`src/rtl/descriptor_reader.sv`:
```
// Drains the descriptor BRAM and streams each histogram word as bytes, MSB first.
// Optional DESC_CHECKSUM_EN appends a running XOR byte after the last data byte.
module descriptor_reader #(
  parameter int NUMBER_DESCRIPTORS = 4000,
  parameter int PATCH_SIZE         = 4,
  parameter int BRAM_LATENCY       = 2
) (
  input  logic                                                clk,
  input  logic                                                rst_in,
  input  logic                                                start,
  input  logic [$clog2(NUMBER_DESCRIPTORS+1)-1:0]             desc_count,
  output logic [$clog2(NUMBER_DESCRIPTORS)-1:0]               desc_read_addr,
  input  logic [($clog2(PATCH_SIZE/2*PATCH_SIZE/2)+1)*8-1:0]  desc_in,
  output logic [7:0]                                          out_data,
  output logic                                                out_valid,
  input  logic                                                out_ready,
  output logic                                                out_last,
  output logic                                                busy,
  output logic                                                reader_done
);
  localparam int AW         = $clog2(NUMBER_DESCRIPTORS);
  localparam int CW         = $clog2(NUMBER_DESCRIPTORS+1);
  localparam int DESC_WIDTH = ($clog2(PATCH_SIZE/2*PATCH_SIZE/2)+1)*8;
  localparam int NBYTES     = DESC_WIDTH/8;
  localparam int BW         = $clog2(NBYTES+1);
  localparam int LW         = $clog2(BRAM_LATENCY+1);

  typedef enum logic [2:0] {ST_IDLE, ST_FETCH, ST_WAIT, ST_SEND, ST_DONE} state_t;

  state_t                state, state_next;
  logic [CW-1:0]         count, count_next, count_clamped;
  logic [AW-1:0]         addr, addr_next;
  logic [LW-1:0]         lat_cnt, lat_cnt_next;
  logic [DESC_WIDTH-1:0] word, word_next;
  logic [BW-1:0]         byte_idx, byte_idx_next;
  logic                  done_q;
  logic                  last_word;
`ifdef DESC_CHECKSUM_EN
  logic [7:0]            csum, csum_next;
`endif

  assign count_clamped = (desc_count > CW'(NUMBER_DESCRIPTORS)) ? CW'(NUMBER_DESCRIPTORS) : desc_count;
  assign last_word     = ((CW+1)'(addr) + (CW+1)'(1)) >= (CW+1)'(count);

  always_ff @(posedge clk or posedge rst_in) begin
    if (rst_in) begin
      state    <= ST_IDLE;
      count    <= '0;
      addr     <= '0;
      lat_cnt  <= '0;
      word     <= '0;
      byte_idx <= '0;
      done_q   <= 1'b0;
`ifdef DESC_CHECKSUM_EN
      csum     <= '0;
`endif
    end else begin
      state    <= state_next;
      count    <= count_next;
      addr     <= addr_next;
      lat_cnt  <= lat_cnt_next;
      word     <= word_next;
      byte_idx <= byte_idx_next;
      done_q   <= (state == ST_DONE);
`ifdef DESC_CHECKSUM_EN
      csum     <= csum_next;
`endif
    end
  end

  // lat_cnt counts cycles since the address last changed; FETCH is one of them,
  // so WAIT lasts one cycle longer after start than between words.
  always_comb begin
    state_next    = state;
    count_next    = count;
    addr_next     = addr;
    lat_cnt_next  = lat_cnt;
    word_next     = word;
    byte_idx_next = byte_idx;
`ifdef DESC_CHECKSUM_EN
    csum_next     = csum;
`endif
    case (state)
      ST_IDLE: begin
        if (start) begin
          count_next   = count_clamped;
          addr_next    = '0;
          lat_cnt_next = '0;
`ifdef DESC_CHECKSUM_EN
          csum_next    = '0;
          if (count_clamped == '0) begin
            byte_idx_next = BW'(NBYTES);
            state_next    = ST_SEND;
          end else begin
            state_next = ST_WAIT;
          end
`else
          state_next = (count_clamped == '0) ? ST_DONE : ST_WAIT;
`endif
        end
      end
      ST_FETCH: begin
        lat_cnt_next = lat_cnt + 1'b1;
        state_next   = ST_WAIT;
      end
      ST_WAIT: begin
        if (lat_cnt == LW'(BRAM_LATENCY)) begin
          word_next     = desc_in;
          byte_idx_next = '0;
          state_next    = ST_SEND;
        end else begin
          lat_cnt_next = lat_cnt + 1'b1;
        end
      end
      ST_SEND: begin
        if (out_ready) begin
          word_next     = word << 8;
          byte_idx_next = byte_idx + 1'b1;
`ifdef DESC_CHECKSUM_EN
          csum_next     = csum ^ out_data;
          if (byte_idx == BW'(NBYTES)) begin
            state_next = ST_DONE;
          end else if (byte_idx == BW'(NBYTES-1) && !last_word) begin
            addr_next    = addr + 1'b1;
            lat_cnt_next = '0;
            state_next   = ST_FETCH;
          end
`else
          if (byte_idx == BW'(NBYTES-1)) begin
            if (last_word) begin
              state_next = ST_DONE;
            end else begin
              addr_next    = addr + 1'b1;
              lat_cnt_next = '0;
              state_next   = ST_FETCH;
            end
          end
`endif
        end
      end
      ST_DONE:  state_next = ST_IDLE;
      default:  state_next = ST_IDLE;
    endcase
  end

  assign desc_read_addr = addr;
  assign out_valid      = (state == ST_SEND);
  assign busy           = (state != ST_IDLE);
  assign reader_done    = done_q;
`ifdef DESC_CHECKSUM_EN
  assign out_data = (byte_idx == BW'(NBYTES)) ? csum : word[DESC_WIDTH-1 -: 8];
  assign out_last = out_valid && last_word && (byte_idx == BW'(NBYTES));
`else
  assign out_data = word[DESC_WIDTH-1 -: 8];
  assign out_last = out_valid && last_word && (byte_idx == BW'(NBYTES-1));
`endif

endmodule
```
`config.mk`:
```
export PLATFORM = sky130hd
export DESIGN_NAME = descriptor_reader
export DESIGN_NICKNAME = d
export VERILOG_FILES = /design/src/rtl/descriptor_reader.sv
export SDC_FILE = /design/constraint.sdc
export NUM_CORES = 1
export LEC_CHECK = 0
export CORE_AREA = 2 2 82 84
export DETAILED_ROUTE_END_ITERATION = 7
export DIE_AREA = 0 0 84 86
export GPL_TIMING_DRIVEN = 0
export PLACE_DENSITY = 0.81
export SETUP_SLACK_MARGIN = 0.5
export SYNTH_ARGS = -nofsm -noshare
export SYNTH_HDL_FRONTEND = slang
export SYNTH_SLANG_ARGS = --single-unit
```
`constraint.sdc`:
```
create_clock -name clk -period 4.8 [get_ports clk]
set_clock_uncertainty 0.2 [all_clocks]
set_input_delay 1.44 -clock clk [delete_from_list [all_inputs] [get_ports clk]]
set_output_delay 1.44 -clock clk [all_outputs]
set_load 0.005 [all_outputs]
```
# [Word level (Yosys, flattened, before mapping)]
# Cells that the tools add are included.
[totals] register_bits=56 latch_bits=0 ram_bits=0 mem_bits_ro=0 input_bits=40 out_inout_bits=24 wordCells=63 mem_count=0
[classes] addsub=4 n_mul=0 div=0 n_lt_le_gt_ge=2 n_eq_ne=12 shifts=0 n_mux=25 bitwise_logic=0 reduce_logical=13
[ops] cell="two-way mux 12 bit" n=5
[ops] cell="two-way mux 24 bit" n=2
[ops] cell="case mux 24 bit (2 select lines)" n=1
[ops] cell="case mux 12 bit (2 select lines)" n=1
[ops] cell="two-way mux 3 bit" n=6
[ops] cell="two-way mux 2 bit" n=7
[ops] cell="adder 12 x 1 -> 13 bit, second input constant" n=1
[ops] cell="greater-or-equal comparator 13 x 12 -> 1 bit" n=1
[ops] cell="adder 12 x 1 -> 12 bit, second input constant" n=1
[ops] cell="> comparator 12 bit, second input constant" n=1
[ops] cell="zero test 12 bit" n=1
[ops] cell="case mux 3 bit (4 select lines)" n=1
[ops] cell="inequality test 2 bit, second input constant" n=4
[ops] cell="case mux 2 bit (4 select lines)" n=1
[ops] cell="equality test 3 x 2 -> 1 bit, second input constant" n=2
[ops] cell="AND reduction 6 bit" n=1
[ops] cell="AND reduction 5 bit" n=1
[ops] cell="adder 2 x 1 -> 2 bit, second input constant" n=2
[ops] cell="equality test 2 bit, second input constant" n=2
[ops] cell="inequality test 2 x 1 -> 1 bit, second input constant" n=2
[ops] cell="case mux 2 bit (2 select lines)" n=1
[ops] cell="AND reduction 4 bit" n=1
[ops] cell="nonzero test 2 bit" n=2
[ops] cell="nonzero test 4 bit" n=1
[ops] cell="other kinds (7)" n=8

# [Depth between registers and ports, before layout]
# Gate-level depths: netlist of the first run.
[depth] word_depth=6 ltp_mapped=13 depth_no_buf=10

# [Worst setup path after synthesis of the first run]
# Ideal clock, no wire load.
[synth_timing] path_kind="register to output" start="register addr[2] (netlist: desc_read_addr[2])" end="output port out_last" arrival_time_ns=2.496 required_ns=3.160 setup_slack_ns=0.664 stages_incl_launch_ff=13 n_path_buf=2 path_cell_list="dfrtp_1 buf_2 and4_1 buf_2 nand4_1 nor3_1 xor2_1 ha_1 nand3_1 nor4_1 nor2b_1 a31oi_1 and2_1"
[synth_via] elab_chain_len=4
[synth_lines] item="start, declared" line_no="32" rtl="logic [AW-1:0] addr, addr_next;"
[synth_lines] item="start signal, assigned" line_no="60" rtl="addr <= addr_next;"
[synth_lines] item="adder 12 x 1 -> 13 bit" line_no="43" rtl="assign last_word = ((CW+1)'(addr) + (CW+1)'(1)) >= (CW+1)'(count);"
[synth_lines] item="greater-or-equal comparator 13 x 12 -> 1 bit" line_no="43"
[synth_lines] item="logical AND 1 bit (2 in a row)" line_no="155" rtl="assign out_last = out_valid && last_word && (byte_idx == BW'(NBYTES-1));"
[synth_lines] item="end, declared" line_no="17" rtl="output logic out_last,"
# No other way between the ends.

# [Worst setup path in the final report of the first run]
# Ends and elaborated chain as after synthesis.

==> flow_summary.toml, run 1 <==
[yosys]
synth_edf_count = 0
synth_top_area_share_pct = 44.1
syn_nets = 384
ys_warn_count = 0
synth.area.top_cells = "dfrtp_1 (44%), ha_1 (6.3%), mux2i_1 (5.0%)"
syn-instance-count = 328
yosysSeqAreaShare_pct = 44.1
synth_ff_type = "dfrtp_1"
synthArstFlopShare_pct = 100
yosys.area.top_type = "dfrtp_1"
ys_ff_latch = 56
syn_area_per_cell_um2 = 9.69
netlist_area_um2 = 3180
yosysUniqueCellTypes = 48

[global_route]
first_global_vias = 2882
grt.total_usage_pct = 22.5
grt_pass1_wl_mm = 13.3
overflow = 0
grt_max_degree = 31
antenna_found_initial = 0

[detailed_routing]
postRouteAntennaNets = 0
wl_met2_mm = 3.96
wl_met3_um = 409
wl_per_cell_um = 16.3
vias = 2810
wl_met1_mm = 3.48
drt_wl_total_mm = 7.98
drc = 0
drt_iter0_drc = 248
first_pass_iters = 4
dr.max_layer_used = "met4"
viasPerCell = 5.73

[clocking]
htree_levels = 2
clkLatencyLatePin_ns = 0.31
cts_made_buffers = 5
cts_tree = "done"
path_clk_slew_ns = 0.11
clock_path_buffers = 2
root_buffer = "clkbuf_8"
cts_num_sinks = 56

[timing]
setup_viol = 0
slew_viol_final = 0
finalSetupTns_ns = 0
min_period_ns = 4.49
tightest_slew_ns = 0.600
finalHoldViolCount = 0
fin_crit_sh_pct = 93.6
slew_headroom_pct = 59.9
max_freq_mhz = 223
rsz0062_at_grt = "yes"

[final_layout]
drive_gt1_share_pct = 16.5
final_util_pct = 66.7
seqCellArea_um2 = 1400
nets = 468
final.fill_count = 501
syn2layout_area_growth_pct = 31.7
multi_input_area_um2 = 1620
diodes = 0
layoutNonFillerInstCount = 490

[critical_path]
reg2reg_slack_ns = 1.46
worst-r2r-cell-count = 13
startpoint_type = "flip-flop"
cp_max_fo = 6
crit_chain = "buf_6, and4_1, buf_6, nand4_1, xnor2_2, ha_1, nand4_1, nor4_4, nor2b_4, a31oi_2, and2_1, buf_2"
slowest_delay_ns = 0.40
rr_endpoint = "desc_read_addr[6]"
crit_start = "desc_read_addr[2]"
cp_data_required_time_ns = 3.16
endpoint = "out_last"
slowest_stage = "nor4_4"
arrival_ns = 2.85
crit-reg2reg-launch = "desc_read_addr[2]"
crit_type = "reg2out"
crit_path_end_kind = "output port"

[floorplan]
coreArea_um2 = 6280
dieArea_um2 = 7220
die_h_um = 86
die_w_um = 84
num_io_pins = 64
placementRows = 29
start_util_pct = 50.6

[placement]
place_congestion = 0.883
place_inst = 469
dp_hpwl_mm = 5.73
port-buffer-count = 63

[power]
leakage_nw = 2.00
p_per_area_nw_per_um2 = 495
peakVddDrop_uv = 368
power_mw = 2.07

[hold_path]
hold_class = "reg2reg"

[flow_run]
drv_cap = 0

[run_status]
outcome = "finished clean"
==> through the flow <==
stage,hold slack [ns],cell area (um2),setup WS (ns)
5_1_grt,0.330,4190,0.134
6_report,0.295,4190,0.307
2_1_floorplan,0.249,3180,0.664
3_5_place_dp,0.273,3930,-0.315
3_3_place_gp,0.262,3910,-0.242
4_1_cts,0.299,4190,0.314
==> what timing repair did <==
action,in CTS,in global routing
hold buffers,0,0
gates cloned,0,0
gates resized for setup,22,0
setup endpoints to repair,1,1
buffers inserted,13,0
pin swaps,11,0
==> cells by family (layout without fill, tap and decap cells) <==
family	Yosys count	in the layout	share of synthesized area, %
adder cells (fa/ha/maj)	16	16	6.30
AO/OA/AOI/OAI	74	74	15.3
flip-flops	56	56	44.1
AND/OR/NAND/NOR	104	104	16.9
buffers and inverters	44	129	6.73
multiplexers	23	23	7.64
XOR/XNOR	11	11	3.03
==> final cells by class <==
cell class,count,share of cell area (%)
multi-input combinational,228,38.7
buffer,24,3.65
sequential,56,33.5
clock buffer,5,1.64
timing repair buffer,77,17.8
clock inverter,3,0.598
inverter,20,1.79
tap,77,2.30
==> flip-flops by register name, summed over array words and instances, names as in the netlist <==
signal / count
byte_idx: 2
count: 12
desc_read_addr: 12
lat_cnt: 2
reader_done: 1
state: 3
word: 24
==> Yosys cell counts, drive strengths merged, types with 3 or more instances <==
| cell type | n |
|---|---|
| and3 | 4 |
| nor2 | 13 |
| mux2i | 16 |
| xor2 | 3 |
| nor3 | 7 |
| o21ai | 28 |
| a211o | 3 |
| mux2 | 7 |
| nor4 | 4 |
| xnor2 | 8 |
| buf | 19 |
| inv | 20 |
| nand2 | 38 |
| and2 | 3 |
| nand4 | 6 |
| ha | 16 |
| clkbuf | 5 |
| dfrtp | 56 |
| a21o | 3 |
| a22o | 14 |
| a21oi | 12 |
| nand3 | 17 |
==> cell usage in the layout (no fill, tap or decap), types with 2 or more instances in the layout <==
master / n
o211ai_1: 2
ha_1: 15
nor4_1: 3
nor3_1: 5
and3_1: 4
o21ai_0: 28
and4_1: 2
buf_4: 23
a22o_1: 14
dfrtp_2: 2
and2_1: 3
nand4_1: 6
buf_2: 8
clkbuf_8: 5
a211o_1: 3
dfrtp_1: 54
mux2_2: 6
inv_6: 2
buf_6: 2
a21o_1: 3
nor3_2: 2
clkbuf_1: 4
clkdlybuf4s50_1: 62
mux2i_1: 16
a21oi_1: 12
nand3_2: 2
nor2_1: 12
nand2_1: 37
nand3_1: 15
nand3b_1: 2
inv_1: 19
xnor2_1: 7
xor2_1: 3
==> metal layers <==
metal  global-route usage (%)  up-vias
li1                         -     1324
met1                     29.6     1388
met2                     38.0       84
met3                     3.75       14
met4                     7.48        0
met5                        0        -
==> worst max-delay path: cells and delay by family (launching register included) <==
kind | cells | cell delay [ns]
simple gates | 6 | 1.16
fa+ha+maj | 1 | 0.33
compound gates | 1 | 0.15
flops | 1 | 0.38
buf+inv | 3 | 0.33
xor+xnor | 1 | 0.21
==> power by group <==
group          switching [mW]  internal, mW
combinational           0.518         0.510
sequential              0.114         0.652
clock                   0.170         0.107
total                   0.801          1.27
==> worst min path at each step <==
| stage | start | to | cells after the start |
|---|---|---|---|
| floorplan | word[10] | word[10] | 2 |
| global placement | word[13] | word[13] | 2 |
| detailed placement | word[17] | word[17] | 2 |
| CTS | word[17] | word[17] | 2 |
| global route | count[8] | count[8] | 1 |
| finish | word[18] | word[18] | 2 |
Power figures use the tool's default switching activity.
==> run 2: changes to the inputs <==
--- a/config.mk
+++ b/config.mk
@@ -9,7 +9,7 @@
 export DETAILED_ROUTE_END_ITERATION = 7
 export DIE_AREA = 0 0 84 86
 export GPL_TIMING_DRIVEN = 0
-export PLACE_DENSITY = 0.81
+export PLACE_DENSITY = 0.78
 export SETUP_SLACK_MARGIN = 0.5
 export SYNTH_ARGS = -nofsm -noshare
 export SYNTH_HDL_FRONTEND = slang
==> run 2 against run 1 <==
- first-iteration DRC count decreased by 39%
- clock power about the same
- register-to-register slack about the same
- worst hold slack got worse by 0.0030 ns
- non-clock buffer count decreased by 4
- critical path type unchanged
==> flow_summary.toml, run 2 (synthesis gave the netlist of run 1 again) <==
[run_status]
outcome = "finished clean"

[critical_path]
arrival_ns = 2.93
cp_max_fo = 6
slowest_delay_ns = 0.44
crit_chain = "buf_6, and4_1, buf_6, nand4_1, xnor2_2, ha_1, nand4_1, nor4_4, nor2b_4, a31oi_2, and2_1, buf_2"
worst-r2r-cell-count = 14
crit_path_end_kind = "output port"
cp.depth = 12
cp_data_required_time_ns = 3.16
worst-path-buf-inv = 3
slowest_stage = "nor4_4"
startpoint_type = "flip-flop"
crit_type = "reg2out"
crit_family = "simple AND/OR/NAND/NOR gates"

[clocking]
clock_path_buffers = 2
cts_num_sinks = 56
cts_hold_buf = 0
htree_levels = 2
cts_made_buffers = 5
cts_tree = "done"
clkLatencyLatePin_ns = 0.32
root_buffer = "clkbuf_8"
path_clk_slew_ns = 0.11

[final_layout]
syn2layout_area_growth_pct = 31.2
diodes = 0
final.fill_count = 512
seqCellArea_um2 = 1410
layoutNonFillerInstCount = 486
mostFrequentLayoutCell = "clkdlybuf4s50_1"
regMostFlops = "word"
layout_common_cells = "clkdlybuf4s50_1 (62), dfrtp_1 (53), nand2_1 (37)"
nets = 464
largest_reg_flops = 24
drive_gt1_share_pct = 16.4
multi_input_area_um2 = 1630
stdcell_area_um2 = 4170

[floorplan]
coreArea_um2 = 6280
start_util_pct = 50.6
num_io_pins = 64
dieArea_um2 = 7220
die_w_um = 84
placementRows = 29
die_h_um = 86

[placement]
pre_cts_slack_ns = -0.283
dp_hpwl_mm = 5.71
place_congestion = 0.872
port-buffer-count = 63
place_inst = 469
post_dp_cell_area_um2 = 3930

[timing]
slew_headroom_pct = 58.6
max_freq_mhz = 219
worst_slack_ns = 0.231
tightest_slew_ns = 0.616
min_period_ns = 4.57
setup_viol = 0
fin_crit_sh_pct = 95.2
finalHoldViolCount = 0
slew_viol_final = 0
rsz0062_at_grt = "yes"
finalSetupTns_ns = 0

[hold_path]
hold_class = "reg2reg"
hold_depth = 2

[power]
leakage_nw = 1.98
p_per_area_nw_per_um2 = 500
peakVddDrop_uv = 329
power_mw = 2.08

[global_route]
use_met1_pct = 30.9
first_global_vias = 2842
use_met3_pct = 4.62
overflow = 0
grt_pass1_wl_mm = 13.6
grtUsageMet2_pct = 38.8
grt_max_degree = 43
grt.total_usage_pct = 23.3
grt-busiest-layer = "met2"
antenna_found_initial = 0

[detailed_routing]
drc = 0
first_pass_iters = 4
postRouteAntennaNets = 0
vias = 2779
viasPerCell = 5.72
wl_per_cell_um = 16.5
drt_iter0_drc = 151
drt_wl_total_mm = 8.01

[flow_run]
drv_cap = 0
==> run 2: metal layers <==
metal  routed length [um]  up-vias
met5                    0        -
met4                  126        0
met3                  448       15
met2                 3970       91
met1                 3460     1352
li1                     -     1321
==> run 2: tightest hold or removal path: cells and delay by family (launching register included) <==
family | cells | cell delay [ns]
AOI/OAI and AO/OA | 1 | 0.06
DFF | 1 | 0.36
and+or+nand+nor | 1 | 0.05
==> run 2: power breakdown <==
part	leakage, nW	internal [mW]	switching, mW
Sequential	0.715	0.653	0.120
Combinational	1.22	0.517	0.516
Clock	0.0452	0.107	0.171
Total	1.98	1.28	0.808
==> run 2: worst paths after layout <==
path                                endpoint  slack, ns         startpoint
setup / recovery                    out_last       0.23  desc_read_addr[2]
hold / removal                      word[13]       0.29           word[13]
setup reg to reg           desc_read_addr[6]       1.46  desc_read_addr[2]
hold reg to reg                     word[13]       0.29           word[13]
max in group asynchronous  desc_read_addr[3]       2.65             rst_in
min in group asynchronous            word[0]       1.19             rst_in
==> run 2: final cells by class <==
class	instances	area share, %
Buffer	24	3.66
Clock buffer	5	1.65
Clock inverter	3	0.600
Inverter	20	1.80
Multi-Input combinational cell	228	39.2
Sequential cell	56	33.7
Tap cell	77	2.31
Timing Repair Buffer	73	17.1
==> run 2: metrics by stage <==
stage / hold slack (ns) / utilization (%)
global route: 0.334 / 66.4
detailed placement: 0.270 / 62.5
floorplan: 0.249 / -
finish: 0.292 / 66.4
global placement: 0.260 / 62.2
CTS: 0.296 / 66.3
==> run 2: timing repair <==
item | 4_1_cts | 5_1_grt
gates resized for setup | 24 | 1
pin swaps | 12 | 1
buffers inserted | 9 | 0
endpoints found under the setup margin | 1 | 1
